## config.mk

```make
export PLATFORM = sky130hd
export DESIGN_NAME = pattern_player
export DESIGN_NICKNAME = d
export VERILOG_FILES = /design/src/rtl/pattern_player.sv
export SDC_FILE = /design/constraint.sdc
export NUM_CORES = 1
export LEC_CHECK = 0
export ABC_AREA = 0
export CELL_PAD_IN_SITES_DETAIL_PLACEMENT = 1
export CELL_PAD_IN_SITES_GLOBAL_PLACEMENT = 1
export CORE_ASPECT_RATIO = 0.8
export CORE_MARGIN = 1.5
export CORE_UTILIZATION = 53
export CTS_BUF_LIST = sky130_fd_sc_hd__clkbuf_2 sky130_fd_sc_hd__clkbuf_4 sky130_fd_sc_hd__clkbuf_8
export DETAILED_ROUTE_END_ITERATION = 10
export GPL_TIMING_DRIVEN = 0
export PLACE_DENSITY = 0.85
export SLEW_MARGIN = 40
export SYNTH_ARGS = -nofsm -noshare
export SYNTH_HDL_FRONTEND = slang
export SYNTH_SLANG_ARGS = --single-unit
```

## constraint.sdc

```tcl
create_clock -name i_clk -period 2.71 [get_ports i_clk]
set_input_delay 0.813 -clock i_clk [delete_from_list [all_inputs] [get_ports i_clk]]
set_output_delay 0.813 -clock i_clk [all_outputs]
set_load 0.02 [all_outputs]
```

## src/rtl/pattern_player.sv

```systemverilog
// ---------------------------------------------------------------------------
// pattern_player
//
// Pattern sequencer. A DATA_WIDTH x 2^ADDR_WIDTH table, written by a host
// port, is played out by an internal address counter at a programmable step
// rate. Three playback modes: wrap, one-shot and ping-pong.
//
// Output handshake: o_valid is a one-cycle strobe that marks a fresh sample
// on o_data/o_addr. There is no back-pressure. Consumers must take the
// sample in the cycle o_valid is high. o_data and o_addr hold their value
// between strobes.
//
// Parameters
//   ADDR_WIDTH  table address width (depth = 2^ADDR_WIDTH)
//   DATA_WIDTH  table word width
//   DIV_WIDTH   step divider width (one step every D+1 cycles)
//
// Ports
//   i_clk        clock, rising edge
//   i_rst        asynchronous active-high reset
//   i_wr_en      table write strobe (honoured in any state)
//   i_wr_addr    table write address
//   i_wr_data    table write data
//   i_start      start / restart playback (level, sampled every edge)
//   i_stop       abort playback (wins over i_start and over a step)
//   i_mode       00 wrap, 01 one-shot, 10 ping-pong, 11 wrap
//   i_last_addr  last address L of the sequence (first address is 0)
//   i_div        step divider D
//   o_data       table word of the current sample
//   o_addr       address the current sample came from
//   o_valid      one-cycle strobe per sample
//   o_busy       high while playing
//   o_done       one-cycle pulse with the final one-shot sample
//   o_state      debug view of the FSM state (0 IDLE, 1 PLAY)
// ---------------------------------------------------------------------------
module pattern_player #(
   parameter int ADDR_WIDTH = 4,
   parameter int DATA_WIDTH = 8,
   parameter int DIV_WIDTH  = 8
) (
   input  logic                  i_clk,
   input  logic                  i_rst,
   input  logic                  i_wr_en,
   input  logic [ADDR_WIDTH-1:0] i_wr_addr,
   input  logic [DATA_WIDTH-1:0] i_wr_data,
   input  logic                  i_start,
   input  logic                  i_stop,
   input  logic [1:0]            i_mode,
   input  logic [ADDR_WIDTH-1:0] i_last_addr,
   input  logic [DIV_WIDTH-1:0]  i_div,
   output logic [DATA_WIDTH-1:0] o_data,
   output logic [ADDR_WIDTH-1:0] o_addr,
   output logic                  o_valid,
   output logic                  o_busy,
   output logic                  o_done,
   output logic                  o_state
);

   localparam int DEPTH = 1 << ADDR_WIDTH;

   localparam logic [1:0] MODE_ONESHOT  = 2'b01;
   localparam logic [1:0] MODE_PINGPONG = 2'b10;

   localparam logic [ADDR_WIDTH-1:0] ADDR_ONE = {{(ADDR_WIDTH-1){1'b0}}, 1'b1};
   localparam logic [DIV_WIDTH-1:0]  DIV_ONE  = {{(DIV_WIDTH-1){1'b0}}, 1'b1};

   typedef enum logic {
      IDLE = 1'b0,
      PLAY = 1'b1
   } state_t;

   state_t state;

   // Playback controls, frozen at start so host changes mid-play are ignored.
   logic [1:0]            mode_q;
   logic [ADDR_WIDTH-1:0] last_q;
   logic [DIV_WIDTH-1:0]  div_q;

   logic [ADDR_WIDTH-1:0] addr;
   logic                  dir_down;   // ping-pong direction, 0 = counting up
   logic [DIV_WIDTH-1:0]  divcnt;

   logic [DATA_WIDTH-1:0] mem [DEPTH];

   // Next-address logic, evaluated for the current step.
   logic [ADDR_WIDTH-1:0] next_addr;
   logic                  next_dir_down;
   logic                  last_step;
   logic                  step;

   // -------------------------------------------------------------------------
   // Pattern table. Not reset, so its contents survive a reset. A step to
   // the address being written reads the old word, because both the read
   // (o_data <= mem[addr]) and this write are non-blocking updates on the
   // same edge.
   // -------------------------------------------------------------------------
   always_ff @(posedge i_clk) begin
      if (i_wr_en) begin
         mem[i_wr_addr] <= i_wr_data;
      end
   end

   assign step = (divcnt == div_q);

   // -------------------------------------------------------------------------
   // Address sequencing per mode. The arithmetic is ADDR_WIDTH bits wide,
   // so in wrap mode L = 2^ADDR_WIDTH-1 rolls over to 0 on its own.
   // -------------------------------------------------------------------------
   always_comb begin
      next_addr     = addr + ADDR_ONE;
      next_dir_down = dir_down;
      last_step     = 1'b0;
      case (mode_q)
         MODE_ONESHOT: begin
            last_step = (addr == last_q);
         end
         MODE_PINGPONG: begin
            if (last_q == '0) begin
               // Degenerate ping-pong: one-entry sequence, stay at 0.
               next_addr = '0;
            end else if (!dir_down) begin
               if (addr == last_q) begin
                  // Turn at the top. L is emitted once, then L-1 is next.
                  next_dir_down = 1'b1;
                  next_addr     = addr - ADDR_ONE;
               end
            end else begin
               if (addr == '0) begin
                  // Turn at the bottom. 0 is emitted once, then 1 is next.
                  next_dir_down = 1'b0;
               end else begin
                  next_addr = addr - ADDR_ONE;
               end
            end
         end
         default: begin
            // Wrap. Mode 11 is also treated as wrap.
            if (addr == last_q) begin
               next_addr = '0;
            end
         end
      endcase
   end

   // -------------------------------------------------------------------------
   // Control FSM with registered outputs.
   // Priority in PLAY: i_stop, then i_start (restart), then the step.
   // -------------------------------------------------------------------------
   always_ff @(posedge i_clk or posedge i_rst) begin
      if (i_rst) begin
         state    <= IDLE;
         mode_q   <= 2'b00;
         last_q   <= '0;
         div_q    <= '0;
         addr     <= '0;
         dir_down <= 1'b0;
         divcnt   <= '0;
         o_data   <= '0;
         o_addr   <= '0;
         o_valid  <= 1'b0;
         o_busy   <= 1'b0;
         o_done   <= 1'b0;
      end else begin
         // The strobes are high for one cycle only.
         o_valid <= 1'b0;
         o_done  <= 1'b0;
         case (state)
            IDLE: begin
               if (i_start) begin
                  state    <= PLAY;
                  mode_q   <= i_mode;
                  last_q   <= i_last_addr;
                  div_q    <= i_div;
                  addr     <= '0;
                  dir_down <= 1'b0;
                  divcnt   <= '0;
                  o_busy   <= 1'b1;
               end
            end
            PLAY: begin
               if (i_stop) begin
                  state  <= IDLE;
                  divcnt <= '0;
                  o_busy <= 1'b0;
               end else if (i_start) begin
                  // Restart from address 0 with fresh controls. No sample
                  // is emitted on this edge.
                  mode_q   <= i_mode;
                  last_q   <= i_last_addr;
                  div_q    <= i_div;
                  addr     <= '0;
                  dir_down <= 1'b0;
                  divcnt   <= '0;
               end else if (step) begin
                  o_data   <= mem[addr];
                  o_addr   <= addr;
                  o_valid  <= 1'b1;
                  divcnt   <= '0;
                  addr     <= next_addr;
                  dir_down <= next_dir_down;
                  if (last_step) begin
                     // One-shot end: o_busy drops in the cycle o_done is high.
                     state  <= IDLE;
                     o_done <= 1'b1;
                     o_busy <= 1'b0;
                  end
               end else begin
                  divcnt <= divcnt + DIV_ONE;
               end
            end
            default: begin
               state <= IDLE;
            end
         endcase
      end
   end

   assign o_state = (state == PLAY);

endmodule

```

---- After elaboration in Yosys (flattened, before gate mapping) ----
Memory sizes are Yosys's and may differ from the RTL's. A register that Yosys moved wholly into a read port is not among the register bits.
Index checks and enable logic that the tools add are counted.
word-level totals
  flip-flop bits (word level) ............. 35
  latch bits .............................. 0
  RAM bits ................................ 128
  ROM bits ................................ 0
  output and inout port bits .............. 16
  logic and storage cells ................. 95
  memories kept ........................... 1
cells by class
  $add $sub $neg .......................... 3
  $mul .................................... 0
  div/mod/pow operators ................... 0
  order comparisons ....................... 0
  equal/unequal tests ..................... 12
  shift-type cells ........................ 0
  multiplexer cells ....................... 59
  bitwise operators ....................... 3
  reductions and logical operators ........ 6
memories
  memory  words  width  read ports  clocked after memory_dff  wr ports  RTL line  text
  mem     16     8      1           1                         1         83        logic [DATA_WIDTH-1:0] mem [DEPTH];
operator list
  operator                                                                 count
  8-bit two-way mux                                                        6
  4-bit two-way mux                                                        11
  8-bit case mux with 2 select lines                                       2
  1-bit two-way mux                                                        31
  4-bit case mux with 2 select lines                                       3
  3-bit by 2-bit inequality test with 1-bit output, second input constant  4
  8-bit by 1-bit adder with 8-bit output, second input constant            1
  8-bit == test                                                            1
  4-bit logical NOT                                                        2
  4-bit AND reduction                                                      2
  3-bit inequality test, second input constant                             2
  1-bit case mux with 2 select lines                                       3
  5-bit AND reduction                                                      1
  4-bit by 1-bit adder with 4-bit output, second input constant            1
  4-bit == test                                                            1
  2-bit two-way mux                                                        2
  2-bit inequality test, second input constant                             2
  2-bit case mux with 2 select lines                                       1
  4-bit by 1-bit subtractor with 4-bit output, second input constant       1
  1-bit inverter                                                           3
  3-bit AND reduction                                                      1
  2-bit by 1-bit == test with 1-bit output, second input constant          1
  2-bit == test, second input constant                                     1

---- Logic depth before layout (Yosys ltp) ----
  word-level depth ........................ 9
  mapped depth ............................ 9

---- Worst setup path after synthesis ----
OpenSTA, ideal clock, no wires.
  path kind ............................... input -> register
  from .................................... input port i_wr_addr[2]
  to ...................................... memory mem[0][0] (enable)
  library setup time ...................... 0.383 ns
  data arrival time ....................... 1.923 ns
  data required time ...................... 2.327 ns
  slack ................................... 0.404 ns
  stages .................................. 2
  cell sequence ........................... or3b_2 -> nor3_1
RTL lines
  what                RTL line  text
  start: declaration  44        input logic [ADDR_WIDTH-1:0] i_wr_addr,
  end: declaration    83
Straight into the memory's write port.

---- Worst setup path in the final report ----
  from .................................... input port i_start
  to ...................................... register last_q[1]
on the way
  longest elaborated chain between the ends .. 3
ends and longest elaborated chain
  what                                    RTL line  text
  start: declaration                      46        input logic i_start,
  4-bit two-way mux (*)                   -
  4-bit two-way mux                       -
  4-bit case mux with 2 select lines (*)  -
  end signal: assignment                  172       last_q <= i_last_addr;
  end signal: assignment                  189       last_q <= i_last_addr;
  end: declaration                        76        logic [ADDR_WIDTH-1:0] last_q;
Mark *: on every way between the ends. The rest lies on a longest branch, timed or not. The select of a mux whose other input is x is not followed.
A chain may end at the register's enable or synchronous reset.

==> results.rst <==
.. list-table::
   :header-rows: 1

   * - Metric
     - Value
   * - Result of the run
     - complete, no violations
   * - Commonest cells post-synth
     - sky130_fd_sc_hd__edfxtp_1, sky130_fd_sc_hd__dfrtp_1, sky130_fd_sc_hd__mux4_2
   * - Number of maximum-capacitance violations
     - 0
   * - HPWL after detailed placement
     - ~11000 um
   * - Maximum operating frequency
     - 398 MHz
   * - Total nets after synthesis
     - around 430
   * - Yosys reg bits
     - approximately 170
   * - Overall power after layout
     - 0.00526 W
   * - Number of antenna-violating nets in the routed design
     - 0
   * - Die H
     - 107 um
   * - Largest fanout on the critical path
     - 10
   * - Routed len/inst
     - roughly 25 um
   * - Number of global-route vias before repair
     - around 4100
   * - Die Wd
     - ~130 um
   * - CP startpoint kind
     - primary input
   * - IO Pins
     - 47
   * - Later-pin clock latency in the skew report
     - 0.46 ns
   * - Type of the most critical hold path
     - reg -> reg
   * - Maximum buffer depth of the clock tree
     - 2
   * - Ant diodes
     - 0
   * - Capturing element type of the critical path
     - flip-flop
   * - Gate power share
     - 0.075
   * - Leading register cell type out of synthesis
     - sky130_fd_sc_hd__edfxtp_1
   * - Setup Slack @ Placement
     - -0.286 ns
   * - TritonCTS clock tree
     - done
   * - NetSw
     - 0.00119 W
   * - Cell count after placement
     - slightly above 600
   * - Post-CTS sizing
     - 3
   * - Synth-to-Final Area Change
     - 15.9%
   * - Worst-case clock skew
     - about 0.0099 ns
   * - Overall via count from detail_route
     - about 3900
   * - Top cell type by total area after synthesis
     - sky130_fd_sc_hd__edfxtp_1
   * - Starting density of the core
     - 0.550
   * - Maximum vdd drop
     - roughly 520 uV
   * - RSZ-0062 raised after global routing
     - no
   * - Clock-pin slew on the worst setup and hold paths
     - ~0.09 ns
   * - Initial DRT Pass Iterations
     - 5
   * - First-pass GRT wire length
     - 24700 um
   * - Post-synthesis sequential area ratio
     - 0.687
   * - Total wirelength of the detailed-routed design
     - between 15000 and 20000 um
   * - Setup violators final
     - 0
   * - Share of post-route cells with drive strength above 1
     - 0.220
   * - Worst slew slack as a fraction of its limit
     - 0.465
   * - Total global routing overflow
     - 0
   * - Share of Yosys cell area claimed by the top area cell type
     - 0.537
   * - Final setup margin
     - ~0.20 ns
   * - # nets final
     - 491
   * - Switching part of the total power
     - 0.227
   * - Synthesized instance count
     - 390
   * - Minimum hold slack
     - roughly 0.51 ns
   * - Cells taking the most area after synthesis
     - sky130_fd_sc_hd__edfxtp_1, sky130_fd_sc_hd__dfrtp_1, sky130_fd_sc_hd__mux4_2
   * - Root Buffer
     - sky130_fd_sc_hd__clkbuf_8
   * - Most frequently used cell type in the post-synthesis netlist
     - sky130_fd_sc_hd__edfxtp_1
   * - Sequential power share
     - 0.563
   * - Worst Max-Slew Pin Slew
     - approximately 0.8 ns
   * - Post-route fraction of the period consumed by the critical path
     - 0.926
   * - Post-Synthesis Cell Area
     - just over 0.007 mm2
   * - Maximum number of pins on one net before global-route repair
     - 44
   * - Port bufs
     - 46
   * - Crit path required time
     - 3.05 ns
   * - Syn. warnings
     - 0
   * - Cts-stage hold buffer count
     - 0
   * - Total routing usage reported by global routing
     - 0.247
   * - Worst path arrival time
     - ~2.9 ns
   * - Kind of critical path
     - in -> reg
   * - Post-synthesis async set-or-reset flop share
     - 0.251
   * - TritonCTS Sinks
     - about 170
   * - Number of different library cells in the post-synthesis netlist
     - 50
   * - Antenna violations before repair
     - 0
   * - EDFF count, synth
     - 128
   * - TritonCTS Buffers
     - 17
   * - Post-Syn Area per Cell
     - about 18 um2
   * - Leakage power figure
     - roughly 2.9 nW
   * - Level count of the clock H-tree
     - 4
   * - Detailed-route DRC error count
     - 0
   * - Cell internal pwr
     - 0.00406 W
   * - Number of endpoints with negative hold slack in the final report
     - 0
   * - Number of pins exceeding their max-slew limit in the final report
     - 0
   * - Area of the multi-input gates
     - roughly 0.0021 mm2
   * - Post-route non-filler standard cell count
     - between 600 and 700
   * - Setup bufs post-CTS
     - 0
   * - Iteration-0 DRC count of the detailed router
     - between 300 and 400
   * - Clock period minus final worst setup slack
     - 2.51 ns
   * - Proportion of power drawn by the clock network
     - 0.362
   * - Via/cell ratio
     - between 6 and 7
   * - Std cell rows
     - 37
   * - Die ar.
     - roughly 0.014 mm2
   * - Filler Cell Count
     - approximately 1100
   * - Post-route setup TNS
     - 0 ns
   * - Storage element area
     - between 0.004 and 0.005 mm2
   * - Routability Congestion
     - ~0.8
   * - Total core area
     - around 0.013 mm2
   * - Power density of the placed cells
     - around 630 mW/mm2
==> logic make-up (layout without fill, tap and decap cells) <==
family	after synthesis	count (layout)	synth area share
AOI/OAI and AO/OA	37	37	0.0367
adders and majority gates	5	5	0.00874
DFF	171	171	0.687
muxes	66	66	0.173
xor gates and xnor gates	18	18	0.0220
buffers and inverters	25	103	0.0203
and+or+nand+nor	68	68	0.0517
==> per-stage QoR <==
stage               instance area, um2   util
floorplan                         7160      -
global placement                  7840  0.603
detailed placement                7860  0.604
CTS                               8280  0.636
global route                      8300  0.638
finish                            8300  0.638
==> path summary, 6_finish.rpt <==
path	from	end	slack [ns]	cells past startpoint
min in group asynchronous	i_rst	o_data[2]	0.75	2
max	i_start	last_q[1]	0.20	5
max reg2reg	addr[1]	addr[1]	0.31	8
min	o_data[2]	o_data[2]	0.51	1
min reg2reg	o_data[2]	o_data[2]	0.51	1
max in group asynchronous	i_rst	addr[0]	1.57	2
==> registers in the layout, summed over array words and instances (netlist names), 2 cells and up <==
signal and cells:
last_q 4, mem 128, mode_q 2, addr 4, divcnt 8, o_addr 4, o_data 8, div_q 8
==> critical path, stage by stage <==
cell                              delay (ns)
sky130_fd_sc_hd__clkdlybuf4s50_1        0.62
sky130_fd_sc_hd__and2_1                 0.17
sky130_fd_sc_hd__clkbuf_1               0.36
sky130_fd_sc_hd__clkbuf_1               0.48
sky130_fd_sc_hd__mux2_2                 0.40
==> power by group through the flow <==
| stage | combinational [W] | sequential [W] | clock (W) |
|---|---|---|---|
| floorplan | 0.000206 | 0.00302 | 0 |
| global placement | 0.000361 | 0.00301 | 0 |
| detailed placement | 0.000390 | 0.00302 | 0 |
| CTS | 0.000394 | 0.00296 | 0.00193 |
| global route | 0.000426 | 0.00297 | 0.00201 |
| finish | 0.000393 | 0.00296 | 0.00190 |
==> final cells by class <==
cell class                 count  area share
inverter                       9     0.00437
clock inverter                15      0.0217
tap                          175      0.0264
clock buffer                  17      0.0282
sequential                   171       0.593
multi-input combinational    194       0.257
timing repair buffer          46      0.0555
buffer                        16      0.0140
==> metal layers <==
layer  GRT usage  part of all wire  vias up
li1            -                 -     1686
met1       0.339              0.44     2066
met2       0.383              0.49      102
met3      0.0757             0.061       13
met4      0.0801             0.012        0
met5           0                 0        -
==> placed cells by master, fill, tap and decap left out, types with 5 or more instances in the layout <==
cell and n:
sky130_fd_sc_hd__edfxtp_1 128, sky130_fd_sc_hd__clkdlybuf4s50_1 46, sky130_fd_sc_hd__dfrtp_1 43, sky130_fd_sc_hd__mux4_2 27, sky130_fd_sc_hd__mux2_2 21, sky130_fd_sc_hd__clkbuf_8 17
sky130_fd_sc_hd__nand2_1 16, sky130_fd_sc_hd__nor2_1 15, sky130_fd_sc_hd__mux4_1 13, sky130_fd_sc_hd__xor2_1 10, sky130_fd_sc_hd__o21ai_1 8, sky130_fd_sc_hd__xnor2_1 8
sky130_fd_sc_hd__inv_1 6, sky130_fd_sc_hd__nand3_1 5, sky130_fd_sc_hd__ha_1 5
No activity file was read; power rests on OpenSTA's default activity.
